--- config.mk ---
export PLATFORM = sky130hd
export DESIGN_NAME = onehot_encoder_pipe
export DESIGN_NICKNAME = d
export VERILOG_FILES = /design/src/rtl/onehot_encoder_pipe_pkg.sv /design/src/rtl/onehot_encoder_pipe_core.sv /design/src/rtl/onehot_encoder_pipe.sv
export SDC_FILE = /design/constraint.sdc
export NUM_CORES = 1
export LEC_CHECK = 0
export BUFFER_PORTS_ARGS = -buffer_cell sky130_fd_sc_hd__buf_2
export CORE_MARGIN = 10
export CORE_UTILIZATION = 30
export DETAILED_ROUTE_END_ITERATION = 16
export PLACE_DENSITY = 0.52
export SYNTH_ARGS = -nofsm -noshare
export SYNTH_HDL_FRONTEND = slang
export SYNTH_HIERARCHICAL = 1
export SYNTH_SLANG_ARGS = --single-unit
--- constraint.sdc ---
create_clock -name clk -period 2.35 [get_ports clk]
set_input_delay 0.1175 -clock clk [delete_from_list [all_inputs] [get_ports clk]]
set_output_delay 0.1175 -clock clk [all_outputs]
set_load 0.01 [all_outputs]
--- src/rtl/onehot_encoder_pipe_pkg.sv ---
// Shared types for the registered one-hot / priority encoder.
// Mode encodings and the encoder result bundle.
package onehot_encoder_pipe_pkg;

  localparam logic MODE_STRICT = 1'b0;
  localparam logic MODE_PRIO   = 1'b1;

  // Widest code any instance may produce; tops slice to their own W.
  localparam int CODE_MAXW = 32;

  typedef struct packed {
    logic [CODE_MAXW-1:0] code;
    logic                 err;
  } enc_res_t;

endpackage

--- src/rtl/onehot_encoder_pipe_core.sv ---
// Combinational (data, mode) -> (code, err) encoder.
// Strict mode rejects non-one-hot; priority picks the lowest set bit.
module onehot_encode_core
  import onehot_encoder_pipe_pkg::*;
#(
  parameter int N = 8
) (
  input  logic [N-1:0] data,
  input  logic         mode,
  output enc_res_t     res
);

  logic                 found;
  logic                 multi;
  logic [CODE_MAXW-1:0] lo;

  // Scan high to low so the final hit is the lowest set bit.
  always_comb begin
    found = 1'b0;
    multi = 1'b0;
    lo    = '0;
    for (int i = N - 1; i >= 0; i--) begin
      if (data[i]) begin
        multi = multi | found;
        found = 1'b1;
        lo    = CODE_MAXW'(i);
      end
    end
  end

  always_comb begin
    res = '0;
    unique case (mode)
      MODE_STRICT: begin
        if (found && !multi) res.code = lo;
        else                 res.err  = 1'b1;
      end
      MODE_PRIO: begin
        if (found) res.code = lo;
        else       res.err  = 1'b1;
      end
    endcase
  end

endmodule

--- src/rtl/onehot_encoder_pipe.sv ---
// Registered N-to-log2(N) encoder with valid/ready on both sides.
// ONEHOT_ENC_ERRCNT_EN adds a saturating error counter port err_cnt.
module onehot_encoder_pipe
  import onehot_encoder_pipe_pkg::*;
#(
  parameter  int N     = 8,
  parameter  int CNT_W = 8,
  localparam int W     = $clog2(N)
) (
  input  logic             clk,
  input  logic             rst_n,
  input  logic             in_valid,
  output logic             in_ready,
  input  logic [N-1:0]     in_data,
  input  logic             in_mode,
  output logic             out_valid,
  input  logic             out_ready,
  output logic [W-1:0]     out_code,
  output logic             out_err
`ifdef ONEHOT_ENC_ERRCNT_EN
  ,
  output logic [CNT_W-1:0] err_cnt
`endif
);

  enc_res_t res;
  logic     acc;

  onehot_encode_core #(
    .N(N)
  ) u_core (
    .data(in_data),
    .mode(in_mode),
    .res (res)
  );

  // Index is always < N, so bits above W are zero.
  logic [CODE_MAXW-W-1:0] unused_hi;
  assign unused_hi = res.code[CODE_MAXW-1:W];

  assign in_ready = !out_valid || out_ready;
  assign acc      = in_valid && in_ready;

  always_ff @(posedge clk) begin
    if (!rst_n) begin
      out_valid <= 1'b0;
      out_code  <= '0;
      out_err   <= 1'b0;
    end else if (acc) begin
      out_valid <= 1'b1;
      out_code  <= res.code[W-1:0];
      out_err   <= res.err;
    end else if (out_valid && out_ready) begin
      out_valid <= 1'b0;
    end
  end

`ifdef ONEHOT_ENC_ERRCNT_EN
  always_ff @(posedge clk) begin
    if (!rst_n) begin
      err_cnt <= '0;
    end else if (acc && res.err && (err_cnt != '1)) begin
      err_cnt <= err_cnt + 1'b1;
    end
  end
`else
  localparam int unused_cnt_w = CNT_W;
`endif

endmodule

# Yosys cells after proc, flatten, opt, wreduce, memory -nomap -nowiden
# Index checks and enable logic that the tools add are counted.
op_classes:
  n_mux: 30
  n_bitwise: 7
  reduce_logical: 7
ops:
  columns: ["cell", "count"]
  rows:
  - ["$mux W3", 10]
  - ["$mux W1", 19]
  - ["$pmux W4 S2", 1]
  - ["$or A1 B1 Y1", 6]
  - ["$logic_and A1 B1 Y1", 3]
  - ["$logic_not A1 Y1", 2]
  - ["$reduce_bool A2 Y1", 1]
  - ["$logic_or A1 B1 Y1", 1]
  - ["$not A1 Y1", 1]
totals:
  reg_bits: 5
  output_inout_bits: 6
  inputBits: 13

# Depth between registers and ports, before layout
# Gate-level depths: netlist of the first run.
logic_depth:
  depth_word: 18
  depth_mapped: 6

# By module
# Netlist of the first run, hierarchy kept.
by_module_without_submodules:
  columns: ["module", "instances", "cells_per_inst", "area_per_inst_um2"]
  rows:
  - ["onehot_encode_core", 1, 55, 402.9]
  - ["onehot_encoder_pipe", 1, 23, 224.0]

# Worst setup path before layout of the first run
# OpenSTA, ideal clock, no wires.
synth_timing:
  path_type: "input -> register"
  from: "input port in_data[6]"
  to: "register out_code[1]"
  path_buffers: 0
  t_arrival_ns: 1.701
  stages: 6
  t_required_ns: 2.283
  setup_slack_ns: 0.582
  path_cell_list: "or4_4 > a2111oi_4 > o41ai_1 > a2111oi_1 > nand4_1 > o21ai_2"
synth_lines:
  columns: ["item", "line_no", "rtl"]
  rows:
  - ["start: declaration", "onehot_encoder_pipe.sv:14", "input logic [N-1:0] in_data,"]
  - ["end signal: assignment", "onehot_encoder_pipe.sv:51", "out_code <= res.code[W-1:0];"]
  - ["end: declaration", "onehot_encoder_pipe.sv:18", "output logic [W-1:0] out_code,"]

==> results.sh, run 1 <==
export IMPL_fin_crit_ns=1.74
export IMPL_nets=82
export IMPL_grt_overflow=0
export IMPL_antenna_left=0
export IMPL_hold_ws_ns=0.179
export IMPL_io_buffers=18
export IMPL_p_per_area_nw_per_um2=479
export IMPL_grt_usage=0.0652
export IMPL_worst_slew_pin_transition_ns=0.516
export IMPL_min_path_type="primary input to flip-flop"
export IMPL_syn_to_final_growth_pct=29.6
export IMPL_p_leak_nw=0.222
export IMPL_swShare=0.291
export IMPL_end_kind="flip-flop"
export IMPL_synthesis_instances=48
export IMPL_grt_pass1_wl_mm=1.72
export IMPL_pwr_share_clk=0.403
export IMPL_min_period_over_period=0.742
export IMPL_reg2reg_slack_ns=1.52
export IMPL_die_w_um=56.8
export IMPL_drtIter0Drc=7
export IMPL_clock_sinks=5
export IMPL_maxCapViolCount=0
export IMPL_path_class="primary input to flip-flop"
export IMPL_post_cts_setup_buffers=0
export IMPL_num_rows=13
export IMPL_p_int_mw=0.179
export IMPL_first_global_vias=397
export IMPL_core_um2=1280
export IMPL_final_util=0.409
export IMPL_start_util=0.315
export IMPL_n_antenna_cell=0
export IMPL_cp_arrival_ns=1.92
export IMPL_cts_hold_buffers_added=0
export IMPL_synth_area_um2=405
export IMPL_dp_cells=79
export IMPL_syn_avg_cell_area_um2=8.45
export IMPL_htreeDepth=1
export IMPL_yosysWarnings=6
export IMPL_clock_skew_ns=0.000866
export IMPL_cts_resized_gates=0
export IMPL_antenna_found_initial=0
export IMPL_fmax_mhz=573
export IMPL_crit_required_ns=2.53
export IMPL_switchingPower_mw=0.0734
export IMPL_slowest_stage="or4_4"
export IMPL_start_kind="primary input"
export IMPL_slew_headroom=0.651
export IMPL_post_drt_wl_per_cell_um=13.4
export IMPL_outcome="complete, no violations"
export IMPL_drcViolationCount=0
export IMPL_worstPathMaxFanout=5
export IMPL_rsz0062_at_grt="no"
export IMPL_drive_gt1_frac=0.441
export IMPL_crit_family="compound AO/OA/AOI/OAI gates"
export IMPL_max_vdd_ir_drop_mv=0.203
export IMPL_final_cells=83
export IMPL_p_comb_frac=0.236
export IMPL_wl_mm=1.11
export IMPL_grt_max_degree=10
export IMPL_die_y_um=56.8
export IMPL_cts_tree="yes"
export IMPL_cts_max_path_buffers=2
export IMPL_place_congestion=0.726
export IMPL_crit_chain="buf_2 > or4_4 > a2111oi_4 > o41ai_1 > a2111oi_1 > nand4_1 > o21ai_2"
export IMPL_setup_viol=0
export IMPL_max_stage_delay_ns=0.58
export IMPL_place_detailed_hpwl_um=881
export IMPL_clkSlewWorstSetupHoldPaths_ns=0.05
export IMPL_clkLatencyLatePin_ns=0.24
export IMPL_syn_num_nets=61
export IMPL_die_area_um2=3220
export IMPL_finalHoldViolations=0
export IMPL_vias=453
export IMPL_io_pins=19
export IMPL_vias_per_cell=5.46
export IMPL_root_buffer="clkbuf_4"
export IMPL_slew_violations=0
export IMPL_n_fill_cell=136
export IMPL_cts_buffers=3
export IMPL_setup_tns_ns=0
export IMPL_seq_power_share=0.361
export IMPL_critPathBufInv=1
export IMPL_first_pass_iters=4
[layout make-up]
class                           count  area (µm²)  area share
Multi-Input combinational cell     38         279       0.531
Sequential cell                     5         100       0.190
Timing Repair Buffer               18        90.1       0.171
Clock buffer                        4        26.3      0.0500
Tap cell                           15        18.8      0.0357
Inverter                            3        11.3      0.0214
[sequential cells by signal, indices dropped and copies added (netlist names)]
signal	cells
out_code	3
out_valid	1
out_err	1
[cell usage in the layout, fill, tap and decap left out, types with 2 or more instances in the layout]
master,count
inv_1,3
a21oi_1,2
dfxtp_1,5
clkbuf_4,3
nand4_1,4
buf_2,18
nor3_1,2
nand2_1,4
nor4_1,3
nor2_1,4
o21ai_2,4
[power groups by stage]
stage / Clock, mW / Combinational, mW / Sequential (mW)
after floorplan: 0 / 0.0299 / 0.0944
after global placement: 0 / 0.0596 / 0.0923
after detailed placement: 0 / 0.0597 / 0.0925
after CTS: 0.107 / 0.0599 / 0.0909
after global routing: 0.112 / 0.0655 / 0.0910
final: 0.101 / 0.0596 / 0.0909
[layer usage]
layer,GRT usage,up-vias,share of wire
li1,-,228,-
met1,0.0697,211,0.44
met2,0.0956,12,0.48
met3,0.0247,2,0.066
met4,0.0604,0,0.012
met5,0,-,0
[metrics by stage]
stage	instance area [µm²]	total power, mW	worst slack [ns]
6_report	526	0.252	0.606
3_5_place_dp	499	0.152	0.334
3_3_place_gp	499	0.152	0.337
4_1_cts	526	0.258	0.586
5_1_grt	526	0.268	0.482
2_1_floorplan	405	0.124	0.582
[worst paths after layout]
check                           start                        to  cells past startpoint
min reg2reg  out_code[2]$_SDFFE_PN0P_  out_code[2]$_SDFFE_PN0P_                      2
min                          in_valid    out_valid$_SDFFE_PN0P_                      3
max reg2reg    out_valid$_SDFFE_PN0P_  out_code[1]$_SDFFE_PN0P_                      3
max                        in_data[6]  out_code[1]$_SDFFE_PN0P_                      7
[worst min-delay path, delay by kind of cell]
kind	cells	cell delay, ns
buffers and inverters	2	0.18
AO/OA/AOI/OAI	1	0.06
(Power assumes the default switching activity.)
==> run 2: changes to the inputs <==
==> constraint.sdc (replaced) <==
create_clock -name clk -period 1.8 [get_ports clk]
set_input_delay 0.09 -clock clk [delete_from_list [all_inputs] [get_ports clk]]
set_output_delay 0.09 -clock clk [all_outputs]
set_load 0.01 [all_outputs]
==> run 2 against run 1 <==
Compared with the run above: clock power rose by 31%; count of clock-buffer cells in the layout did not move; sequential power rose by 31%; global-route usage rose by 0.31 points; cell area rose by 8.6%; flip-flop and latch count did not move; largest power group unchanged; register-to-register slack got worse by 0.54 ns; non-clock buffer count rose by 6; setup slack got worse by 0.42 ns; sequential share of layout area fell by 1.5 points; critical endpoint is now out_err$_SDFFE_PN0P_.
==> results.sh, run 2 (synthesized netlist as in run 1, its figures left out) <==
export IMPL_slew_headroom=0.729
export IMPL_htreeDepth=1
export IMPL_outcome="complete, no violations"
export IMPL_worst_slew_pin_transition_ns=0.401
export IMPL_slowest_stage="or4_4"
export IMPL_hold_path_depth=3
export IMPL_clkLatencyLatePin_ns=0.24
export IMPL_reg2reg_to="out_code[1]$_SDFFE_PN0P_"
export IMPL_first_pass_iters=3
export IMPL_hold_ws_ns=0.143
export IMPL_io_pins=19
export IMPL_io_buffers=18
export IMPL_top_regs="out_code x3, out_err x1, out_valid x1"
export IMPL_place_detailed_hpwl_um=910
export IMPL_core_um2=1280
export IMPL_slew_violations=0
export IMPL_cts_resized_gates=0
export IMPL_fin_crit_ns=1.61
export IMPL_nets=88
export IMPL_n_antenna_cell=0
export IMPL_reg2reg_depth=3
export IMPL_r2r_start="out_valid$_SDFFE_PN0P_"
export IMPL_clock_skew_ns=0.00249
export IMPL_die_w_um=56.8
export IMPL_rsz0062_at_grt="no"
export IMPL_end_kind="flip-flop"
export IMPL_clkSlewWorstSetupHoldPaths_ns=0.04
export IMPL_largest_register="out_code"
export IMPL_cts_tree="yes"
export IMPL_most_common_layout_cells="18 x buf_2, 6 x buf_4, 5 x dfxtp_1"
export IMPL_start_util=0.315
export IMPL_syn_to_final_growth_pct=40.7
export IMPL_cts_max_path_buffers=2
export IMPL_vias_per_cell=5.15
export IMPL_crit_chain="buf_2 > or4_4 > buf_4 > nor4_1 > o41ai_1 > buf_4 > a31o_2 > nand4_1 > o21ai_2"
export IMPL_wl_mm=1.11
export IMPL_die_y_um=56.8
export IMPL_worstPathMaxFanout=3
export IMPL_antenna_found_initial=0
export IMPL_layout_commonest_cell="buf_2"
export IMPL_grt_usage=0.0683
export IMPL_path_class="primary input to flip-flop"
export IMPL_antenna_left=0
export IMPL_post_drt_wl_per_cell_um=12.5
export IMPL_root_buffer="clkbuf_4"
export IMPL_n_fill_cell=134
export IMPL_fin_ws_ns=0.188
export IMPL_cts_hold_buffers_added=0
export IMPL_max_stage_delay_ns=0.56
export IMPL_fmax_mhz=620
export IMPL_reg2reg_slack_ns=0.98
export IMPL_start_kind="primary input"
export IMPL_p_leak_nw=0.250
export IMPL_cts_buffers=3
export IMPL_cp_common_cell="buf_4"
export IMPL_maxCapViolCount=0
export IMPL_drtIter0Drc=3
export IMPL_grt_max_degree=10
export IMPL_finalHoldViolations=0
export IMPL_min_to="out_valid$_SDFFE_PN0P_"
export IMPL_vias=458
export IMPL_max_vdd_ir_drop_mv=0.286
export IMPL_drcViolationCount=0
export IMPL_num_rows=13
export IMPL_largest_register_ff_count=3
export IMPL_min_from="in_valid"
export IMPL_drive_gt1_frac=0.486
export IMPL_die_area_um2=3220
export IMPL_grt_overflow=0
export IMPL_min_path_type="primary input to flip-flop"
export IMPL_setup_viol=0
export IMPL_first_global_vias=449
export IMPL_critPathBufInv=3
export IMPL_min_period_over_period=0.895
export IMPL_clock_sinks=5
export IMPL_crit_required_ns=1.94
export IMPL_grt_pass1_wl_mm=1.84
export IMPL_crit_family="simple AND/OR/NAND/NOR gates"
export IMPL_place_congestion=0.678
export IMPL_cp_arrival_ns=1.75
export IMPL_p_per_area_nw_per_um2=593
export IMPL_dpl_worst_slack_ns=-0.126
export IMPL_post_cts_setup_buffers=0
[run 2: cell count changes in the layout (fill, tap and decap cells not counted), sizes merged]
cell	delta
buf	+6
[run 2: per-layer routing]
layer	wire [µm]	GRT usage	share of wire	up-vias
li1	-	-	-	239
met1	520	0.0806	0.47	205
met2	494	0.0972	0.44	12
met3	77	0.0247	0.069	2
met4	19	0.0503	0.017	0
met5	0	0	0	-
[run 2: final cells by class]
type / instances / area [µm²] / share of cell area
multi-input cells: 38 / 279 / 0.489
repair buffers: 24 / 135 / 0.237
flip-flops and latches: 5 / 100 / 0.175
clock buffers: 4 / 26.3 / 0.0461
well taps: 15 / 18.8 / 0.0329
inverters: 3 / 11.3 / 0.0197
[run 2: how the worst max path moves through the flow]
| stage | start | to | slack, ns | cells past startpoint |
|---|---|---|---|---|
| after global routing | in_data[6] | out_code[1]$_SDFFE_PN0P_ | 0.04 | 8 |
| after floorplan | in_data[6] | out_code[1]$_SDFFE_PN0P_ | 0.06 | 6 |
| after global placement | in_data[6] | out_code[1]$_SDFFE_PN0P_ | -0.11 | 7 |
| final | in_data[6] | out_err$_SDFFE_PN0P_ | 0.19 | 9 |
| after CTS | in_data[6] | out_code[1]$_SDFFE_PN0P_ | 0.12 | 8 |
| after detailed placement | in_data[6] | out_code[1]$_SDFFE_PN0P_ | -0.13 | 8 |
[run 2: through the flow]
step	util	cells	TNS, ns	power, mW	instance area, µm²
6_report	0.444	89	0	0.338	571
4_1_cts	0.444	89	0	0.346	571
3_3_place_gp	0.424	85	-0.155	0.209	544
2_1_floorplan	-	48	0	0.162	405
5_1_grt	0.444	89	0	0.359	571
3_5_place_dp	0.424	85	-0.188	0.209	544
[run 2: worst min-delay path: stages]
cell	delay (ns)
buf_2	0.13
inv_1	0.05
a21boi_0	0.06
[run 2: report_power, final]
part           internal, mW  switching, mW  total (mW)  leakage [nW]
Clock                0.0839         0.0477       0.132        0.0150
Combinational        0.0416         0.0462      0.0878         0.194
Sequential            0.116        0.00266       0.119        0.0409
